### src/rtl/kitchen_pkg.sv
// Shared command encodings, status bit positions and phase type for the
// kitchen command link.
package kitchen_pkg;

  localparam logic [7:0] CMD_START    = 8'h05;
  localparam logic [7:0] CMD_END      = 8'h09;
  localparam logic [7:0] CMD_GET      = 8'h06;
  localparam logic [7:0] CMD_PUT      = 8'h0A;
  localparam logic [7:0] CMD_INTERACT = 8'h12;
  localparam logic [7:0] CMD_MOVE     = 8'h22;
  localparam logic [7:0] CMD_THROW    = 8'h42;

  localparam logic [1:0] TYPE_IDLE   = 2'b00;
  localparam logic [1:0] TYPE_CTRL   = 2'b01;
  localparam logic [1:0] TYPE_ACTION = 2'b10;
  localparam logic [1:0] TYPE_SELECT = 2'b11;

  localparam int unsigned OUT_RUNNING   = 0;
  localparam int unsigned OUT_MOVING    = 1;
  localparam int unsigned OUT_AT_TARGET = 2;
  localparam int unsigned OUT_HOLDING   = 3;
  localparam int unsigned OUT_READY     = 4;

  typedef enum logic [1:0] {
    PHASE_IDLE,
    PHASE_RUNNING,
    PHASE_ENDED
  } phase_e;

endpackage

### src/rtl/kitchen_responder_if.sv
// Command/status link between the script executor (master) and the kitchen
// responder (slave).
interface kitchen_responder_if;
  logic [7:0] in_bits;
  logic [7:0] out_bits;
  logic       cmd_ack;
  logic       cmd_err;

  modport master (output in_bits, input out_bits, cmd_ack, cmd_err);
  modport slave  (input in_bits, output out_bits, cmd_ack, cmd_err);
endinterface

### src/rtl/kitchen_station.sv
// One kitchen station: contents bit plus, for machines, a processing timer
// and a done flag.
module kitchen_station #(
  parameter bit          IS_MACHINE     = 1'b0,
  parameter int unsigned PROCESS_CYCLES = 64
) (
  input  logic clk,
  input  logic rst,
  input  logic put_i,
  input  logic get_i,
  input  logic interact_i,
  input  logic deposit_i,
  output logic contents_o,
  output logic busy_o,
  output logic done_o
);
  localparam int unsigned TW = $clog2(PROCESS_CYCLES + 1);

  logic          contents_q, contents_d;
  logic          done_q, done_d;
  logic [TW-1:0] timer_q, timer_d;

  always_comb begin
    contents_d = contents_q;
    done_d     = done_q;
    timer_d    = timer_q;
    if (timer_q != '0) begin
      timer_d = timer_q - 1'b1;
      if (timer_q == TW'(1)) done_d = 1'b1;
    end
    if (put_i || deposit_i) contents_d = 1'b1;
    if (get_i) begin
      contents_d = 1'b0;
      done_d     = 1'b0;
    end
    if (IS_MACHINE && interact_i) timer_d = TW'(PROCESS_CYCLES);
  end

  always_ff @(posedge clk or posedge rst) begin
    if (rst) begin
      contents_q <= 1'b0;
      done_q     <= 1'b0;
      timer_q    <= '0;
    end else begin
      contents_q <= contents_d;
      done_q     <= done_d;
      timer_q    <= timer_d;
    end
  end

  assign contents_o = contents_q;
  assign busy_o     = timer_q != '0;
  assign done_o     = done_q;

endmodule

### src/rtl/kitchen_responder.sv
// Game-side model of the kitchen: decodes edge-detected command words and
// reports phase, movement, holding and station status.
module kitchen_responder
  import kitchen_pkg::*;
#(
  parameter int unsigned NUM_TARGETS    = 20,
  parameter int unsigned NUM_DISPENSERS = 4,
  parameter int unsigned NUM_MACHINES   = 6,
  parameter int unsigned MOVE_CYCLES    = 16,
  parameter int unsigned PROCESS_CYCLES = 64,
  parameter int unsigned THROW_CYCLES   = 8
) (
  input logic                clk,
  input logic                rst,
  kitchen_responder_if.slave link
);
  localparam int unsigned ID_W    = 6;
  localparam int unsigned MOVE_W  = $clog2(MOVE_CYCLES + 1);
  localparam int unsigned THROW_W = $clog2(THROW_CYCLES + 1);

  phase_e             phase_q, phase_d;
  logic [7:0]         in_q;
  logic [ID_W-1:0]    pos_q, pos_d, target_q, target_d;
  logic               target_valid_q, target_valid_d;
  logic               holding_q, holding_d;
  logic               ack_q, ack_d, err_q, err_d;
  logic [MOVE_W-1:0]  move_cnt_q, move_cnt_d;
  logic [THROW_W-1:0] throw_cnt_q, throw_cnt_d;

  logic [NUM_TARGETS-1:0] tgt_hot, put_s, get_s, interact_s, deposit_s;
  logic [NUM_TARGETS-1:0] contents, busy, done;
  logic moving, throwing, at_target, cmd_new, accept;
  logic sel_disp, sel_mach, sel_contents, sel_busy, sel_done;

  for (genvar i = 0; i < NUM_TARGETS; i++) begin : g_station
    assign tgt_hot[i] = (target_q == ID_W'(i));
    kitchen_station #(
      .IS_MACHINE    ((i >= NUM_DISPENSERS) && (i < NUM_DISPENSERS + NUM_MACHINES)),
      .PROCESS_CYCLES(PROCESS_CYCLES)
    ) u_station (
      .clk       (clk),
      .rst       (rst),
      .put_i     (put_s[i]),
      .get_i     (get_s[i]),
      .interact_i(interact_s[i]),
      .deposit_i (deposit_s[i]),
      .contents_o(contents[i]),
      .busy_o    (busy[i]),
      .done_o    (done[i])
    );
  end

  assign moving       = move_cnt_q != '0;
  assign throwing     = throw_cnt_q != '0;
  // Position only counts as "at target" once a target has been explicitly selected.
  assign at_target    = target_valid_q && (pos_q == target_q) && !moving;
  assign cmd_new      = link.in_bits != in_q;
  assign sel_disp     = target_q < ID_W'(NUM_DISPENSERS);
  assign sel_mach     = !sel_disp && (target_q < ID_W'(NUM_DISPENSERS + NUM_MACHINES));
  assign sel_contents = |(contents & tgt_hot);
  assign sel_busy     = |(busy & tgt_hot);
  assign sel_done     = |(done & tgt_hot);

  always_comb begin
    phase_d        = phase_q;
    pos_d          = pos_q;
    target_d       = target_q;
    target_valid_d = target_valid_q;
    holding_d      = holding_q;
    move_cnt_d     = move_cnt_q;
    throw_cnt_d    = throw_cnt_q;
    put_s          = '0;
    get_s          = '0;
    interact_s     = '0;
    deposit_s      = '0;
    accept         = 1'b0;
    ack_d          = 1'b0;
    err_d          = 1'b0;

    if (moving) begin
      move_cnt_d = move_cnt_q - 1'b1;
      if (move_cnt_q == MOVE_W'(1)) pos_d = target_q;
    end
    if (throwing) begin
      throw_cnt_d = throw_cnt_q - 1'b1;
      if (throw_cnt_q == THROW_W'(1)) begin
        holding_d = 1'b0;
        if (!sel_disp && !sel_contents) deposit_s = tgt_hot;
      end
    end

    if (cmd_new && link.in_bits[1:0] != TYPE_IDLE) begin
      unique case (link.in_bits[1:0])
        TYPE_CTRL: begin
          if (link.in_bits == CMD_START && phase_q == PHASE_IDLE) begin
            phase_d = PHASE_RUNNING;
            accept  = 1'b1;
          end else if (link.in_bits == CMD_END && phase_q == PHASE_RUNNING) begin
            phase_d = PHASE_ENDED;
            accept  = 1'b1;
          end
        end
        TYPE_SELECT: begin
          if (phase_q == PHASE_RUNNING && !moving &&
              link.in_bits[7:2] < ID_W'(NUM_TARGETS)) begin
            target_d       = link.in_bits[7:2];
            target_valid_d = 1'b1;
            accept         = 1'b1;
          end
        end
        default: begin
          if (phase_q == PHASE_RUNNING) begin
            case (link.in_bits)
              CMD_GET: if (at_target && !holding_q &&
                           (sel_disp || (sel_contents && !sel_busy))) begin
                holding_d = 1'b1;
                get_s     = tgt_hot;
                accept    = 1'b1;
              end
              // An item already in flight cannot also be put down.
              CMD_PUT: if (at_target && holding_q && !throwing &&
                           !sel_disp && !sel_contents) begin
                holding_d = 1'b0;
                put_s     = tgt_hot;
                accept    = 1'b1;
              end
              CMD_INTERACT: if (at_target && sel_mach && sel_contents &&
                                !sel_busy && !sel_done) begin
                interact_s = tgt_hot;
                accept     = 1'b1;
              end
              CMD_MOVE: begin
                if (target_q == pos_q) begin
                  accept = 1'b1;
                end else if (!moving) begin
                  move_cnt_d = MOVE_W'(MOVE_CYCLES);
                  accept     = 1'b1;
                end
              end
              CMD_THROW: if (holding_q && !moving && !throwing) begin
                throw_cnt_d = THROW_W'(THROW_CYCLES);
                accept      = 1'b1;
              end
              default: ;
            endcase
          end
        end
      endcase
      ack_d = accept;
      err_d = !accept;
    end
  end

  always_ff @(posedge clk or posedge rst) begin
    if (rst) begin
      phase_q        <= PHASE_IDLE;
      in_q           <= '0;
      pos_q          <= '0;
      target_q       <= '0;
      target_valid_q <= 1'b0;
      holding_q      <= 1'b0;
      move_cnt_q     <= '0;
      throw_cnt_q    <= '0;
      ack_q          <= 1'b0;
      err_q          <= 1'b0;
    end else begin
      phase_q        <= phase_d;
      in_q           <= link.in_bits;
      pos_q          <= pos_d;
      target_q       <= target_d;
      target_valid_q <= target_valid_d;
      holding_q      <= holding_d;
      move_cnt_q     <= move_cnt_d;
      throw_cnt_q    <= throw_cnt_d;
      ack_q          <= ack_d;
      err_q          <= err_d;
    end
  end

  always_comb begin
    link.out_bits                = '0;
    link.out_bits[OUT_RUNNING]   = phase_q == PHASE_RUNNING;
    link.out_bits[OUT_MOVING]    = moving;
    link.out_bits[OUT_AT_TARGET] = at_target;
    link.out_bits[OUT_HOLDING]   = holding_q;
    link.out_bits[OUT_READY]     = sel_done;
  end

  assign link.cmd_ack = ack_q;
  assign link.cmd_err = err_q;

endmodule

### src/flat_wrapper.sv
// flat-port wrapper written by rule: the top's interface ports become plain ports
module kitchen_responder_flat import kitchen_pkg::*;
#(
  parameter int unsigned NUM_TARGETS    = 20,
  parameter int unsigned NUM_DISPENSERS = 4,
  parameter int unsigned NUM_MACHINES   = 6,
  parameter int unsigned MOVE_CYCLES    = 16,
  parameter int unsigned PROCESS_CYCLES = 64,
  parameter int unsigned THROW_CYCLES   = 8
)
  (clk, rst, link_in_bits, link_out_bits, link_cmd_ack, link_cmd_err);
  kitchen_responder_if link_i ();
  input logic clk;
  input logic rst;
  input wire logic [$bits(link_i.in_bits)-1:0] link_in_bits;
  output wire logic [$bits(link_i.out_bits)-1:0] link_out_bits;
  output wire logic [$bits(link_i.cmd_ack)-1:0] link_cmd_ack;
  output wire logic [$bits(link_i.cmd_err)-1:0] link_cmd_err;
  assign link_i.in_bits = link_in_bits;
  assign link_out_bits = link_i.out_bits;
  assign link_cmd_ack = link_i.cmd_ack;
  assign link_cmd_err = link_i.cmd_err;
  kitchen_responder #(.NUM_TARGETS(NUM_TARGETS), .NUM_DISPENSERS(NUM_DISPENSERS), .NUM_MACHINES(NUM_MACHINES), .MOVE_CYCLES(MOVE_CYCLES), .PROCESS_CYCLES(PROCESS_CYCLES), .THROW_CYCLES(THROW_CYCLES)) u_core (.clk(clk), .rst(rst), .link(link_i));
endmodule
### config.mk
export PLATFORM = sky130hd
export DESIGN_NAME = kitchen_responder_flat
export DESIGN_NICKNAME = d
export VERILOG_FILES = /design/src/rtl/kitchen_pkg.sv /design/src/rtl/kitchen_responder_if.sv /design/src/rtl/kitchen_station.sv /design/src/rtl/kitchen_responder.sv /design/src/flat_wrapper.sv
export SDC_FILE = /design/constraint.sdc
export NUM_CORES = 1
export LEC_CHECK = 0
export CORE_MARGIN = 4
export CORE_UTILIZATION = 43
export CTS_CLUSTER_DIAMETER = 100
export CTS_CLUSTER_SIZE = 14
export DETAILED_ROUTE_END_ITERATION = 6
export GPL_TIMING_DRIVEN = 0
export PLACE_DENSITY_LB_ADDON = 0.3
export SETUP_SLACK_MARGIN = 0.05
export SYNTH_ARGS = -nofsm -noshare
export SYNTH_HDL_FRONTEND = slang
export SYNTH_SLANG_ARGS = --single-unit
### constraint.sdc
create_clock -name clk -period 24.5 [get_ports clk]
set_input_delay 6.125 -clock clk [delete_from_list [all_inputs] [get_ports clk]]
set_output_delay 6.125 -clock clk [all_outputs]
set_load 0.01 [all_outputs]
==> impl_metrics.env, run 1 <==
export IMPL_synth_edf_count=0
export IMPL_coreArea_um2=25400
export IMPL_total_power_uw=861
export IMPL_final_setup_tns_ns=0
export IMPL_die_h_um=169
export IMPL_antenna_found_initial=0
export IMPL_grtUsageTotal=0.160
export IMPL_min_to="u_core.g_station[5].u_station.timer_q[5]$_DFFE_PP0P_"
export IMPL_ctsRootBufferMaster="clkbuf_16"
export IMPL_drive_gt1_frac=0.0599
export IMPL_reg2reg_slack_ns=20.57
export IMPL_reg2regPathDepth=10
export IMPL_grt_overflow_total=0
export IMPL_drtAntennaViolNets=0
export IMPL_peakVddDrop_uv=43.3
export IMPL_criticalPathCategory="reg2out"
export IMPL_critPathArrivalTime_ns=4.04
export IMPL_drc_errors=0
export IMPL_cts_setup_buffers=0
export IMPL_worstMarginPinSlew_ns=0.911
export IMPL_multi_input_area_um2=5380
export IMPL_avgSynthCellArea_um2=9.90
export IMPL_diodes=0
export IMPL_synth_flop_cell="dfrtp_1"
export IMPL_hold_buffers=0
export IMPL_synth_yosys_warnings=0
export IMPL_syn2layout_area_growth_pct=9.87
export IMPL_switchingPower_uw=264
export IMPL_ys_types=68
export IMPL_critPathRequiredTime_ns=18.38
export IMPL_worstHoldStart="u_core.g_station[5].u_station.timer_q[5]$_DFFE_PP0P_"
export IMPL_io_pins=20
export IMPL_synth_most_common_cell="dfrtp_1"
export IMPL_setup_viol_count_final=0
export IMPL_grt_pass1_wl_mm=38.6
export IMPL_post_synth_top_area_cell="dfrtp_1"
export IMPL_r2r_start="u_core.g_station[8].u_station.timer_q[0]$_DFFE_PP0P_"
export IMPL_seqCellArea_um2=5380
export IMPL_routedWlPerCell_um=15.3
export IMPL_timing_rr_end="u_core.g_station[4].u_station.timer_q[0]$_DFFE_PP0P_"
export IMPL_min_period_ns=10.16
export IMPL_finClkSkew_ns=0.0148
export IMPL_initial_core_util=0.440
export IMPL_dp_hpwl_mm=16.1
export IMPL_yosys_top_cells_count="dfrtp_1 (215), nor2_1 (159), a21oi_1 (82)"
export IMPL_p_sw_frac=0.307
export IMPL_drt_iter0_drc=567
export IMPL_n_fill_cell=2362
export IMPL_yosysSeqAreaShare=0.482
export IMPL_synth_top_cells_by_area="dfrtp_1 (48%), ha_1 (6.7%), xnor2_1 (5.5%)"
export IMPL_io_buffers=16
export IMPL_maxSlewHeadroom=0.384
export IMPL_hold_depth=1
export IMPL_pwr_density_cell_nw_per_um2=70.1
export IMPL_hp_class="reg2reg"
export IMPL_first_pass_iters=5
export IMPL_row_count=58
export IMPL_hold_viol=0
export IMPL_outcome="finished clean"
export IMPL_maxCapViolCount=0
export IMPL_route_vias_total=8039
export IMPL_gp_congestion=0.838
export IMPL_cts_htree_levels=1
export IMPL_die_w_um=169
export IMPL_synth_top_area_share=0.482
export IMPL_cts_buffers_inserted=19
export IMPL_grt_max_degree=114
export IMPL_slew_viol_final=0
export IMPL_cts_repair_resized=0
export IMPL_finalWirelength_mm=22.9
export IMPL_p_leak_uw=0.00592
export IMPL_p_int_uw=597
export IMPL_grt_pass1_vias=7802
export IMPL_period_share=0.415
export IMPL_pwr_share_comb=0.230
export IMPL_end_kind="output pin"
export IMPL_worst_setup_path_start_kind="flip-flop"
export IMPL_synthesis_instances=1129
export IMPL_clk_pin_slew_ns=0.07
export IMPL_final_nets=1239
export IMPL_clkLatencyLatePin_ns=0.49
export IMPL_die_area_um2=28600
export IMPL_rsz0062_at_grt="false"
export IMPL_seqPwrFrac=0.464
export IMPL_cts_tree="yes"
export IMPL_ys_ff_latch=215
export IMPL_netlist_area_um2=11200
export IMPL_clockBufferDepth=3
export IMPL_cts_sinks=215
export IMPL_cp_max_fo=10
export IMPL_fmax_mhz=98.4
export IMPL_synth_async_sr_flop_share=1.00
export IMPL_power_clock_fraction=0.306
export IMPL_vias_per_cell=5.37
metrics by stage:
stage	util	worst slack [ns]	std cells	cell area (um2)	hold slack (ns)
global placement	0.463	9.49	1477	11800	0.461
CTS	0.483	14.38	1498	12300	0.477
floorplan	-	12.50	1131	11200	0.443
global route	0.483	14.26	1498	12300	0.493
finish	0.483	14.34	1498	12300	0.476
detailed placement	0.464	14.92	1478	11800	0.462
metal layers:
metal / track usage / part of all wire
met4: 0.0462 / 0.023
met3: 0.0210 / 0.043
met5: 0 / 0
met2: 0.261 / 0.46
met1: 0.227 / 0.48
power by group through the flow:
stage	sequential, uW	combinational, uW	clock (uW)
final	399	198	264
after global routing	402	224	283
after CTS	399	199	273
after detailed placement	405	198	0
after global placement	405	195	0
after floorplan	401	149	0
how the worst max path moves through the flow:
| stage | start | endpoint | slack, ns | cells past startpoint |
|---|---|---|---|---|
| after floorplan | rst | u_core.g_station[0].u_station.contents_o$_DFFE_PP0P_ | 12.50 | 1 |
| after global placement | rst | u_core.g_station[10].u_station.timer_q[5]$_DFFE_PP0P_ | 9.49 | 2 |
| after detailed placement | u_core.target_q[0]$_DFFE_PP0P_ | link_out_bits[4] | 14.92 | 9 |
| after CTS | u_core.target_q[0]$_DFFE_PP0P_ | link_out_bits[4] | 14.38 | 9 |
| after global routing | u_core.target_q[0]$_DFFE_PP0P_ | link_out_bits[4] | 14.26 | 9 |
| final | u_core.target_q[0]$_DFFE_PP0P_ | link_out_bits[4] | 14.34 | 9 |
cell families after synthesis:
group	after synthesis	synth area share
adder cells (fa/ha/maj)	60	0.0672
buffers and inverters	103	0.0381
AND/OR/NAND/NOR	417	0.190
multiplexers	36	0.0353
XOR/XNOR	110	0.0862
flip-flops	215	0.482
AO/OA/AOI/OAI	187	0.102
other	1	0.000336
final cells by class:
type	count	area share
plain buffers	39	0.0151
multi-input cells	813	0.438
clock inverters	1	0.000917
clock buffers	19	0.0387
inverters	64	0.0202
repair buffers	17	0.0153
well taps	330	0.0336
flip-flops and latches	215	0.438
worst max-delay path: stages (launching register included):
cell and delay [ns]:
dfrtp_1 0.40, clkbuf_1 0.45, clkbuf_1 0.50, nor2b_1 0.29
a22o_1 0.31, a22oi_1 0.27, nand3_1 0.30, a2111o_1 0.41
buf_4 0.14, clkdlybuf4s50_1 0.46
placed cells by master (no fill, tap or decap), drive strengths merged, types with 5 or more instances in the layout:
cell / instances
xor2: 40
buf: 14
nor3: 41
nand3: 11
nor2: 159
clkbuf: 45
or4: 12
nand2: 81
nor3b: 18
nor4: 20
ha: 60
mux2: 17
o21ai: 22
xnor2: 70
or3: 7
dfrtp: 215
clkdlybuf4s50: 16
a22o: 9
a21oi: 82
nand2b: 9
nand3b: 7
a2111oi: 5
a31oi: 35
and2: 7
mux2i: 18
nor2b: 9
nor4b: 8
inv: 65
nand4: 9
flip-flops by register name (all words and copies together), names as in the netlist:
name,count
u_core.g_station.u_station.done_o,20
u_core.target_valid_q,1
u_core.target_q,6
u_core.g_station.u_station.contents_o,20
u_core.in_q,8
u_core.holding_q,1
u_core.move_cnt_q,5
u_core.pos_q,6
u_core.link.cmd_err,1
u_core.link.cmd_ack,1
u_core.phase_q,2
u_core.g_station.u_station.timer_q,140
u_core.throw_cnt_q,4
Power figures use the tool's default switching activity.
==> run 2: changes to the inputs <==
==> constraint.sdc (replaced) <==
create_clock -name clk -period 9.5 [get_ports clk]
set_input_delay 2.375 -clock clk [delete_from_list [all_inputs] [get_ports clk]]
set_output_delay 2.375 -clock clk [all_outputs]
set_load 0.01 [all_outputs]
==> results of run 2 <==
Same layout as run 1 (identical final DEF). Status: finished clean.
Main changes from that run: setup slack after placement 14.92 ns -> 3.67 ns; setup slack after layout 14.34 ns -> 3.09 ns; register-to-register setup slack 20.57 ns -> 5.57 ns; total power 861 uW -> 2220 uW; worst IR drop on VDD 43.3 uV -> 112 uV
